[src/rtl/alu_muldiv.sv]
// Multi-cycle multiply/divide unit beside the main ALU: shift-add multiply and
// restoring divide, unsigned or signed, with a start/done handshake and cc update.
module alu_muldiv #(
   parameter int WIDTH = 8
) (
   input  logic               clk,
   input  logic               rst,
   input  logic               hold,
   input  logic               start,
   input  logic [1:0]         op,
   input  logic [WIDTH-1:0]   left,
   input  logic [WIDTH-1:0]   right,
   input  logic [7:0]         cc_in,
   output logic               busy,
   output logic               done,
   output logic [2*WIDTH-1:0] result,
   output logic [7:0]         cc_out
);
   localparam int W2 = 2 * WIDTH;
   localparam int CW = $clog2(WIDTH);
   localparam int CC_C = 0;
   localparam int CC_V = 1;
   localparam int CC_Z = 2;
   localparam int CC_N = 3;

   typedef enum logic [1:0] {S_IDLE, S_RUN, S_DONE} state_t;

   state_t           state_q, state_d;
   logic [CW-1:0]    cnt_q, cnt_d;
   logic [1:0]       op_q, op_d;
   logic [WIDTH-1:0] b_q, b_d;
   logic [W2-1:0]    acc_q, acc_d;
   logic             qneg_q, qneg_d;
   logic             rneg_q, rneg_d;
   logic             ovf_q, ovf_d;
   logic [7:0]       cc_q, cc_d;
   logic [W2-1:0]    result_q, result_d;
   logic [7:0]       cc_out_q, cc_out_d;
   logic             busy_q, busy_d;
   logic             done_q, done_d;

   logic [WIDTH-1:0] addend;
   logic [WIDTH:0]   mul_sum;
   logic [WIDTH:0]   rem_sh;
   logic [WIDTH:0]   rem_diff;
   logic [W2-1:0]    mul_nx, div_nx, acc_nx;
   logic [W2-1:0]    mul_prod;
   logic [WIDTH-1:0] quo, rem, quo_f, rem_f;
   logic [W2-1:0]    fin_result;
   logic [7:0]       fin_cc;
   logic             is_signed, l_neg, r_neg;
   logic [WIDTH-1:0] l_mag, r_mag;

   // Multiplier LSB gates the multiplicand into the upper half each step.
   for (genvar gi = 0; gi < WIDTH; gi++) begin : g_addend
      assign addend[gi] = b_q[gi] & acc_q[0];
   end

   always_comb begin
      mul_sum  = {1'b0, acc_q[W2-1:WIDTH]} + {1'b0, addend};
      mul_nx   = {mul_sum, acc_q[WIDTH-1:1]};
      rem_sh   = {acc_q[W2-1:WIDTH], acc_q[WIDTH-1]};
      rem_diff = rem_sh - {1'b0, b_q};
      if (rem_sh >= {1'b0, b_q}) begin
         div_nx = {rem_diff[WIDTH-1:0], acc_q[WIDTH-2:0], 1'b1};
      end else begin
         div_nx = {rem_sh[WIDTH-1:0], acc_q[WIDTH-2:0], 1'b0};
      end
      acc_nx = op_q[1] ? div_nx : mul_nx;

      // Final-step result with sign fix-up folded into the same write.
      mul_prod = qneg_q ? -acc_nx : acc_nx;
      quo      = acc_nx[WIDTH-1:0];
      rem      = acc_nx[W2-1:WIDTH];
      quo_f    = qneg_q ? -quo : quo;
      rem_f    = rneg_q ? -rem : rem;
      fin_cc   = cc_q;
      if (!op_q[1]) begin
         fin_result   = mul_prod;
         fin_cc[CC_C] = mul_prod[WIDTH-1];
         if (op_q[0]) begin
            fin_cc[CC_V] = 1'b0;
            fin_cc[CC_Z] = (mul_prod == '0);
            fin_cc[CC_N] = mul_prod[W2-1];
         end
      end else begin
         fin_result   = {rem_f, quo_f};
         fin_cc[CC_C] = 1'b0;
         fin_cc[CC_V] = ovf_q;
         fin_cc[CC_Z] = (quo_f == '0);
         fin_cc[CC_N] = quo_f[WIDTH-1];
      end
   end

   always_comb begin
      is_signed = op[0];
      l_neg     = is_signed & left[WIDTH-1];
      r_neg     = is_signed & right[WIDTH-1];
      l_mag     = l_neg ? -left : left;
      r_mag     = r_neg ? -right : right;

      state_d  = state_q;
      cnt_d    = cnt_q;
      op_d     = op_q;
      b_d      = b_q;
      acc_d    = acc_q;
      qneg_d   = qneg_q;
      rneg_d   = rneg_q;
      ovf_d    = ovf_q;
      cc_d     = cc_q;
      result_d = result_q;
      cc_out_d = cc_out_q;
      busy_d   = busy_q;
      done_d   = done_q;

      case (state_q)
         S_IDLE, S_DONE: begin
            busy_d  = 1'b0;
            done_d  = 1'b0;
            state_d = S_IDLE;
            if (start) begin
               op_d   = op;
               cc_d   = cc_in;
               b_d    = r_mag;
               acc_d  = {{WIDTH{1'b0}}, l_mag};
               qneg_d = l_neg ^ r_neg;
               rneg_d = op[1] & l_neg;
               ovf_d  = (op == 2'b11) && (left == {1'b1, {(WIDTH-1){1'b0}}})
                        && (right == {WIDTH{1'b1}});
               cnt_d  = '0;
               if (op[1] && (right == '0)) begin
                  state_d        = S_DONE;
                  done_d         = 1'b1;
                  result_d       = {left, {WIDTH{1'b1}}};
                  cc_out_d       = cc_in;
                  cc_out_d[CC_C] = 1'b1;
                  cc_out_d[CC_V] = 1'b1;
                  cc_out_d[CC_Z] = 1'b0;
                  cc_out_d[CC_N] = 1'b0;
               end else begin
                  state_d = S_RUN;
                  busy_d  = 1'b1;
               end
            end
         end
         S_RUN: begin
            acc_d = acc_nx;
            cnt_d = cnt_q + CW'(1);
            if (cnt_q == CW'(WIDTH - 1)) begin
               state_d  = S_DONE;
               busy_d   = 1'b0;
               done_d   = 1'b1;
               result_d = fin_result;
               cc_out_d = fin_cc;
            end
         end
         default: begin
            state_d = S_IDLE;
            busy_d  = 1'b0;
            done_d  = 1'b0;
         end
      endcase
   end

   always_ff @(posedge clk) begin
      if (rst) begin
         state_q  <= S_IDLE;
         cnt_q    <= '0;
         op_q     <= 2'b00;
         b_q      <= '0;
         acc_q    <= '0;
         qneg_q   <= 1'b0;
         rneg_q   <= 1'b0;
         ovf_q    <= 1'b0;
         cc_q     <= 8'h00;
         result_q <= '0;
         cc_out_q <= 8'hC0;
         busy_q   <= 1'b0;
         done_q   <= 1'b0;
      end else if (!hold) begin
         state_q  <= state_d;
         cnt_q    <= cnt_d;
         op_q     <= op_d;
         b_q      <= b_d;
         acc_q    <= acc_d;
         qneg_q   <= qneg_d;
         rneg_q   <= rneg_d;
         ovf_q    <= ovf_d;
         cc_q     <= cc_d;
         result_q <= result_d;
         cc_out_q <= cc_out_d;
         busy_q   <= busy_d;
         done_q   <= done_d;
      end
   end

   assign busy   = busy_q;
   assign done   = done_q;
   assign result = result_q;
   assign cc_out = cc_out_q;

endmodule

[config.mk]
export PLATFORM = sky130hd
export DESIGN_NAME = alu_muldiv
export DESIGN_NICKNAME = d
export VERILOG_FILES = /design/src/rtl/alu_muldiv.sv
export SDC_FILE = /design/constraint.sdc
export NUM_CORES = 1
export LEC_CHECK = 0
export CAP_MARGIN = 5
export CORE_AREA = 2 2 156 82
export DETAILED_ROUTE_END_ITERATION = 8
export DIE_AREA = 0 0 158 84
export GPL_TIMING_DRIVEN = 0
export PLACE_DENSITY = 0.64
export SETUP_SLACK_MARGIN = 0.5
export SLEW_MARGIN = 20
export SYNTH_ARGS = -nofsm -noshare
export SYNTH_HDL_FRONTEND = slang
export SYNTH_SLANG_ARGS = --single-unit
[constraint.sdc]
create_clock -name clk -period 4 [get_ports clk]
set_clock_uncertainty 0.05 [all_clocks]
set_input_delay 0.4 -clock clk [delete_from_list [all_inputs] [get_ports clk]]
set_output_delay 0.4 -clock clk [all_outputs]
set_load 0.1 [all_outputs]
==> metrics.cfg <==
[yosys]
synth_edf_count=0
async_flop_share=0
yosysTopAreaCell=dfxtp_1
synth_area_leaders=dfxtp_1, ha_1, nor2_1, a21oi_1, nand2_1
syn_area_per_cell_um2=7.47
ys_seq_area_frac=0.281
synth_cells=620
synthesis.nets=675
yosys_warnings=0
syn_area_um2=4630
yosys_register_bits=65
yosysUniqueCellTypes=68
ys.flop_type=dfxtp_1
synth_top_area_frac=0.281

[timing]
setup_viol=0
fin_ws_ns=0.270
hold_violations=0
holdWs_ns=0.413
tns_ns=0
fin_crit_sh=0.932
rsz0062_at_grt=yes
fin_crit_ns=3.73
maxSlewHeadroom=0.327
fmax_ghz=0.268
worst_pin_slew_ns=1.01
slew_violations=0

[route]
ant_nets=0
drtPass1Iterations=5
drt-total-wl_um=19600
drt-initial-drc-count=696
drc=0
via_per_inst=5.94
routedWlPerCell_um=21.2
num_vias=5474

[place]
io_buffer_count=51
gp_congestion=1.02
place_ws_ns=-0.258
hpwl_um=13800
placed_area_um2=5440

[worst_hold_path]
hold_depth=2
holdPathEnd=ovf_q
hold_start=ovf_q
hp-class=reg2reg

[global_route]
antenna_found_initial=0
grt_pass1_wl_um=29100
grt_pass1_vias=5025
grt_use_total=0.289
grt-ovfl-total=0
grt_max_degree=14

[clocking]
clk_pin_slew_ns=0.06
cts_buffers=9
clk_latency_ns=0.34
cts_buffer_depth=2
cts_sinks=65
cts_tree=yes
root_buffer=clkbuf_16
htree_levels=3

[worst_setup_path]
path_class=reg2reg
rrSetupSlack_ns=0.27
endpoint_kind=register
worst_setup_path_start_kind=register
crit_arrival_ns=3.94
crit_fanout=8
rr_worst_depth=16
regToRegEndpoint=result[15]
r2r-start=acc_q[0]
cp.required_ns=4.21

[power_and_ir_drop]
ir_drop_mv=0.270
power_leakage_nw=2.54
total_power_w=0.00225
cellPowerDensity_nw_per_um2=334

[die]
die_area_um2=13300
fp.dieH_um=84
core_um2=12100
dieWidth_um=158
io_pins=56
start_util=0.382
row_count=29

[run]
cap_violations=0

[finish]
layout.nets=802
final_layout_size_suffix_gt1_frac=0.258
syn_to_final_growth_pct=45.3
antenna_cells=0
final_area_um2=6730

[outcome]
status=finished clean

## worst max-delay path by stage
stage,slack (ns),end,from
2_1_floorplan,0.50,cc_out[2],acc_q[0]
3_3_place_gp,-0.28,cc_out[2],b_q[5]
3_5_place_dp,-0.26,cc_out[2],b_q[5]
4_1_cts,0.40,cc_out[2],b_q[7]
5_1_grt,0.20,result[15],acc_q[0]
6_report,0.27,result[15],acc_q[0]
## what timing repair did
item,in CTS,in global routing
hold buffers,0,0
pin swaps,24,42
hold endpoints to repair,0,0
buffers inserted,38,26
endpoints found under the setup margin,8,8
gates resized for setup,48,68
## synth_stat cells (8+ instances only)
library cell / n
dfxtp_1: 65
ha_1: 23
xor2_1: 12
a21oi_1: 51
xnor2_1: 20
nor2_1: 76
o21ai_0: 30
inv_1: 22
or3_1: 8
a211oi_1: 18
nand2b_1: 8
nand3_1: 18
o31ai_1: 9
nor3_1: 23
nand2_1: 68
clkbuf_1: 33
## cell type report
type / instances / area [um2]
Clock inverter: 7 / 101
Clock buffer: 9 / 225
Tap cell: 170 / 213
Inverter: 23 / 91.3
Buffer: 38 / 184
Sequential cell: 65 / 1340
Timing Repair Buffer: 116 / 1010
Fill cell: 1137 / 5390
Multi-Input combinational cell: 494 / 3570
## state kept, by name, indices dropped and copies added (netlist names), 2 cells and up
signal and count:
cc_q 7, cc_out 8, acc_q 16, result 16, cnt_q 3, b_q 8
op_q 2
## per-stage QoR
stage          utilization  cells
2_1_floorplan            -    620
4_1_cts              0.518    896
6_report             0.555    922
3_5_place_dp         0.449    842
5_1_grt              0.555    922
3_3_place_gp         0.448    841
## kinds of logic after synthesis
kind of cell / Yosys count / synth area share
compound gates: 179 / 0.258
xor+xnor: 32 / 0.0605
fa+ha+maj: 25 / 0.0708
buf+inv: 61 / 0.0518
flops: 65 / 0.281
mux: 12 / 0.0278
simple gates: 246 / 0.250
## routing by layer
layer | part of all wire | track usage | up-vias
li1 | - | - | 2492
met1 | 0.46 | 0.444 | 2630
met4 | 0.015 | 0.0483 | 0
met3 | 0.14 | 0.123 | 36
met5 | 0 | 0 | -
met2 | 0.38 | 0.367 | 316
## worst max-delay path, stage by stage, from the launching register on
cell      delay (ns)
dfxtp_2         0.33
buf_8           0.13
and2_4          0.16
ha_4            0.16
inv_2           0.06
fa_2            0.24
nor2b_4         0.05
buf_4           0.13
o21ai_0         0.19
a211oi_1        0.12
a311o_1         0.35
buf_6           0.15
or4_4           0.58
o31ai_4         0.30
xnor2_2         0.12
or3_1           0.37
a31oi_1         0.17
## placed cells by master (no fill, tap or decap), types with 9 or more instances in the layout
cell / netlist / layout
nor2_1: 76 / 73
xor2_1: 12 / 12
a21oi_1: 51 / 46
nand3_1: 18 / 18
inv_1: 22 / 14
clkbuf_1: 33 / 29
dfxtp_1: 65 / 49
clkdlybuf4s50_1: 0 / 51
a211oi_1: 18 / 13
o21ai_0: 30 / 24
nand2_1: 68 / 64
nor3_1: 23 / 20
ha_4: 0 / 12
clkbuf_16: 0 / 9
dfxtp_2: 0 / 10
xnor2_1: 20 / 18
buf_4: 0 / 63
## power breakdown
part	switching, W	internal [W]
combinational	0.000392	0.000270
sequential	0.0000290	0.000670
clock	0.000334	0.000554
total	0.000755	0.00149
Power figures use the tool's default switching activity.
